--- src/rtl/normalize_pipe.sv ---
`default_nettype none
// ============================================================================
// normalize_pipe : two-stage leading-zero normalizer with valid/ready on both
//                  sides; reports the shift so the exponent can be adjusted.
// Revision 1.0
// ============================================================================

module normalize_lzc #(
  parameter int WIDTH           = 32,
  parameter int SHIFT_VAL_WIDTH = $clog2(WIDTH + 1)
) (
  input  logic [WIDTH-1:0]           data,
  output logic [SHIFT_VAL_WIDTH-1:0] count
);
  // Scanning upward lets the highest set bit win without a found flag.
  always_comb begin
    count = SHIFT_VAL_WIDTH'(WIDTH);
    for (int i = 0; i < WIDTH; i++) begin
      if (data[i]) count = SHIFT_VAL_WIDTH'(WIDTH - 1 - i);
    end
  end
endmodule

module normalize_shift #(
  parameter int WIDTH           = 32,
  parameter int SHIFT_VAL_WIDTH = $clog2(WIDTH + 1)
) (
  input  logic [WIDTH-1:0]           data,
  input  logic [SHIFT_VAL_WIDTH-1:0] shift,
  output logic [WIDTH-1:0]           result
);
  assign result = data << shift;
endmodule

module normalize_pipe #(
  parameter int WIDTH           = 32,
  parameter int SHIFT_VAL_WIDTH = $clog2(WIDTH + 1)
) (
  input  logic                       clock,
  input  logic                       resetn,
  input  logic                       in_valid,
  output logic                       in_ready,
  input  logic [WIDTH-1:0]           in_data,
  output logic                       out_valid,
  input  logic                       out_ready,
  output logic [WIDTH-1:0]           out_data,
  output logic [SHIFT_VAL_WIDTH-1:0] out_shift,
  output logic                       out_zero
);
  logic                       s1_valid;
  logic [WIDTH-1:0]           s1_data;
  logic [SHIFT_VAL_WIDTH-1:0] s1_lzc;
  logic                       s2_valid;
  logic                       s1_adv;
  logic                       s2_adv;
  logic [SHIFT_VAL_WIDTH-1:0] in_lzc;
  logic [WIDTH-1:0]           s1_shifted;

  normalize_lzc #(
    .WIDTH           (WIDTH),
    .SHIFT_VAL_WIDTH (SHIFT_VAL_WIDTH)
  ) u_lzc (
    .data  (in_data),
    .count (in_lzc)
  );

  normalize_shift #(
    .WIDTH           (WIDTH),
    .SHIFT_VAL_WIDTH (SHIFT_VAL_WIDTH)
  ) u_shift (
    .data   (s1_data),
    .shift  (s1_lzc),
    .result (s1_shifted)
  );

  // Ready ripples back combinationally so a full pipe can accept and drain together.
  assign s2_adv    = !s2_valid || out_ready;
  assign s1_adv    = !s1_valid || s2_adv;
  assign in_ready  = s1_adv;
  assign out_valid = s2_valid;

  always_ff @(posedge clock or negedge resetn) begin
    if (!resetn) begin
      s1_valid  <= 1'b0;
      s1_data   <= '0;
      s1_lzc    <= '0;
      s2_valid  <= 1'b0;
      out_data  <= '0;
      out_shift <= '0;
      out_zero  <= 1'b0;
    end else begin
      if (s2_adv) begin
        s2_valid <= s1_valid;
        if (s1_valid) begin
          out_data  <= s1_shifted;
          out_shift <= s1_lzc;
          out_zero  <= (s1_lzc == SHIFT_VAL_WIDTH'(WIDTH));
        end
      end
      if (s1_adv) begin
        s1_valid <= in_valid;
        if (in_valid) begin
          s1_data <= in_data;
          s1_lzc  <= in_lzc;
        end
      end
    end
  end
endmodule

`default_nettype wire

--- config.mk ---
export PLATFORM = sky130hd
export DESIGN_NAME = normalize_pipe
export DESIGN_NICKNAME = d
export VERILOG_FILES = /design/src/rtl/normalize_pipe.sv
export SDC_FILE = /design/constraint.sdc
export NUM_CORES = 1
export LEC_CHECK = 0
export CORE_ASPECT_RATIO = 1.25
export CORE_MARGIN = 4
export CORE_UTILIZATION = 40
export DETAILED_ROUTE_END_ITERATION = 12
export GPL_ROUTABILITY_DRIVEN = 0
export SLEW_MARGIN = 20
export SYNTH_ARGS = -nofsm -noshare
export SYNTH_HDL_FRONTEND = slang
export SYNTH_HIERARCHICAL = 1
export SYNTH_SLANG_ARGS = --single-unit
export TNS_END_PERCENT = 20
--- constraint.sdc ---
create_clock -name clock -period 3.1 [get_ports clock]
set_clock_uncertainty 0.2 [all_clocks]
set_input_delay 0.62 -clock clock [delete_from_list [all_inputs] [get_ports clock]]
set_output_delay 0.62 -clock clock [all_outputs]
set_load 0.05 [all_outputs]
==> results.yml <==
logic_synthesis:
  synth_sequential_area_ratio_pct: 35.84
  synth_top_area_cell: "sky130_fd_sc_hd__dfrtp_1"
  synth_cell_types: 58
  synth-edff-count: 0
  synthesis.instances: 492
  synth_area_mm2: 0.005515
  ys.warnings.count: 6
  post_synthesis_net_count: 528
  postSynthRegisterBits: 79
  synth_top_flop_cell: "sky130_fd_sc_hd__dfrtp_1"
  netlist_top_cells_area: "sky130_fd_sc_hd__dfrtp_1 36%, sky130_fd_sc_hd__mux2_2 12%, sky130_fd_sc_hd__mux4_2 9.4%"
  syn-mean-instance-area_um2: 11.21
  post-synth-top-area-fraction_pct: 35.84
  synth_async_sr_flop_share_pct: 100.0
final_layout:
  most_frequent_cells_in_the_layout: "78 x sky130_fd_sc_hd__dfrtp_1, 74 x sky130_fd_sc_hd__clkdlybuf4s50_1, 60 x sky130_fd_sc_hd__mux2_2"
  num_antenna_cells: 0
  n_fill_cell: 1253
  drive_gt1_share_pct: 28.01
  stdcell_count: 735
  most_common_library_cell_in_the_layout_ignoring_fill_and_taps: "sky130_fd_sc_hd__dfrtp_1"
  design.final.nets: 597
  utilization_pct: 50.30
  area_growth_syn_to_layout_pct: 22.28
sta:
  final_cycle_utilization_of_the_critical_path_pct: 85.20
  worst_slew_pin_slew_ps: 698.3
  fin_hold_ws_ps: 30.21
  timing.final.hold_violations: 0
  finalCriticalPeriod_ps: 2641
  setup_viol: 0
  worst_slew_margin_rel_pct: 53.35
  tns_ps: 0
  timing_max_transition_violations_final: 0
  fmaxAchievable_ghz: 0.3786
  grt_setup_unrepaired: "false"
critical_path:
  crit_fanout: 51
  worstReg2RegStart: "s1_lzc[0]"
  register_to_register_setup_slack_ps: 460
  ws_path_type: "register to register"
  critPathRequiredTime_ps: 3120
  crit_path_end_kind: "register"
  crit-reg2reg-capture: "out_data[22]"
  setup.worst_path.start_class: "register"
  worst_ep_arrival_time_ps: 2660
  reg2regPathDepth: 7
min_path:
  worstHoldPathType: "input pin to asynchronous set/reset pin"
placed_design:
  detailed_place_hpwl_mm: 10.86
  portBuffers: 76
  dp_cells: 721
power_and_ir_drop:
  total_leakage_power_nw: 2.792
  power_per_cell_area_mw_per_mm2: 736.2
  max-vdd-ir-drop_mv: 0.5331
  fin_total_pwr_mw: 4.965
clock_network:
  tritoncts: "built"
  cts.clk_slew.worst_paths_ps: 60
  numCtsBuffers: 9
  cts-htree-levels: 3
  clock_sink_count: 79
  clockBufferDepth: 2
  insertion_delay_ps: 340
  cts_repair_resize_count: 0
  number_of_buffers_inserted_for_hold_repair_after_clock_tree_synthesis: 0
  cts-root-buf: "sky130_fd_sc_hd__clkbuf_16"
  post-cts-setup-buffers: 0
global_route:
  pin_count_of_the_biggest_net_entering_global_routing: 52
  wire_length_of_the_first_global_routing_pass_mm: 23.13
  groute.usage.overall_pct: 18.32
  grt_overflow: 0
  first_global_vias: 4345
  antenna_found_initial: 0
floorplanning:
  floorplan.initialDensity_pct: 41.13
  fp.dieW_um: 113.0
  fp-row-count: 47
  core_area_mm2: 0.01341
  floorplan.die_area_mm2: 0.01574
  pin_count: 77
  fp.dieH_um: 139.3
drt:
  routed_wire_length_per_instance_um: 19.47
  drc_errors: 0
  dr.pass1.iters: 5
  route.detailed.vias_per_inst: 5.905
  drt_wl_total_mm: 14.31
  drt-initial-drc-count: 294
  routed-via-count: 4340
  postRouteAntennaNets: 0
outcome:
  outcome: "finished, final reports clean"
flow_run:
  maxcap_viol_count: 0
-- registers in the layout, summed over array words and instances, names as in the netlist --
register and cells:
s1_data 32, out_zero 1, out_shift 6, s1_lzc 6, out_valid 1, out_data 32
s1_valid 1
-- stage by stage --
stage	setup WS [ps]	instance area, um^2
3_5_place_dp	426.9	6417
2_1_floorplan	844.7	5515
5_1_grt	286.7	6744
3_3_place_gp	450.9	6417
6_report	458.8	6744
4_1_cts	467.5	6744
-- worst max-delay path, stage by stage, from the launching register on --
cell and delay [ps]:
sky130_fd_sc_hd__dfrtp_2 390, sky130_fd_sc_hd__buf_12 290, sky130_fd_sc_hd__mux2_1 380, sky130_fd_sc_hd__mux2i_1 430
sky130_fd_sc_hd__mux2_2 290, sky130_fd_sc_hd__a2bb2oi_1 160, sky130_fd_sc_hd__a21oi_1 100, sky130_fd_sc_hd__mux2_4 270
-- cells in the mapped netlist (10+ instances only) --
library cell              number
sky130_fd_sc_hd__mux2i_1      27
sky130_fd_sc_hd__nand2_1      34
sky130_fd_sc_hd__dfrtp_1      79
sky130_fd_sc_hd__a21oi_1      18
sky130_fd_sc_hd__nor2_1       38
sky130_fd_sc_hd__mux2_2       60
sky130_fd_sc_hd__mux2_4       33
sky130_fd_sc_hd__nor3_1       14
sky130_fd_sc_hd__nor4_1       10
sky130_fd_sc_hd__mux4_2       23
sky130_fd_sc_hd__o21ai_0      15
sky130_fd_sc_hd__buf_2        11
-- cell type report --
cell class,instances,area [um^2],share of cell area [%]
Tap cell,171,214.0,3.173
Multi-Input combinational cell,370,3266,48.42
Sequential cell,79,1978,29.33
Inverter,9,33.78,0.5009
Clock inverter,4,97.59,1.447
Clock buffer,10,229.0,3.395
Timing Repair Buffer,92,925.9,13.73
-- how the worst max path moves through the flow --
| stage | start | to | cells after the start |
|---|---|---|---|
| 5_1_grt | s1_lzc[0] | out_data[22] | 7 |
| 3_5_place_dp | in_data[3] | s1_lzc[2] | 7 |
| 6_report | s1_lzc[0] | out_data[22] | 7 |
| 4_1_cts | s1_lzc[0] | out_data[22] | 7 |
| 3_3_place_gp | in_data[3] | s1_lzc[2] | 7 |
| 2_1_floorplan | s1_lzc[0] | out_data[23] | 7 |
-- kinds of logic after synthesis --
logic type,Yosys count,synth area share (%)
AOI/OAI and AO/OA,92,10.59
and+or+nand+nor,129,11.62
muxes,149,36.96
DFF,79,35.84
buffers and inverters,43,4.991
-- power by group --
| part | total (mW) | switching, mW | internal [mW] |
|---|---|---|---|
| Clock | 1.17 | 0.393 | 0.777 |
| Sequential | 1.48 | 0.199 | 1.28 |
| Combinational | 2.31 | 1.33 | 0.989 |
| Total | 4.97 | 1.92 | 3.05 |
-- metal layers --
layer / vias to the layer above / track usage [%] / part of all wire, % / wire, um
met4: 0 / 8.924 / 4.2 / 597
met1: 2117 / 24.39 / 44 / 6230
li1: 1998 / - / - / -
met5: - / 0 / 0 / 0
met3: 45 / 3.343 / 4.9 / 700
met2: 180 / 28.75 / 47 / 6783
(Power assumes the default switching activity.)
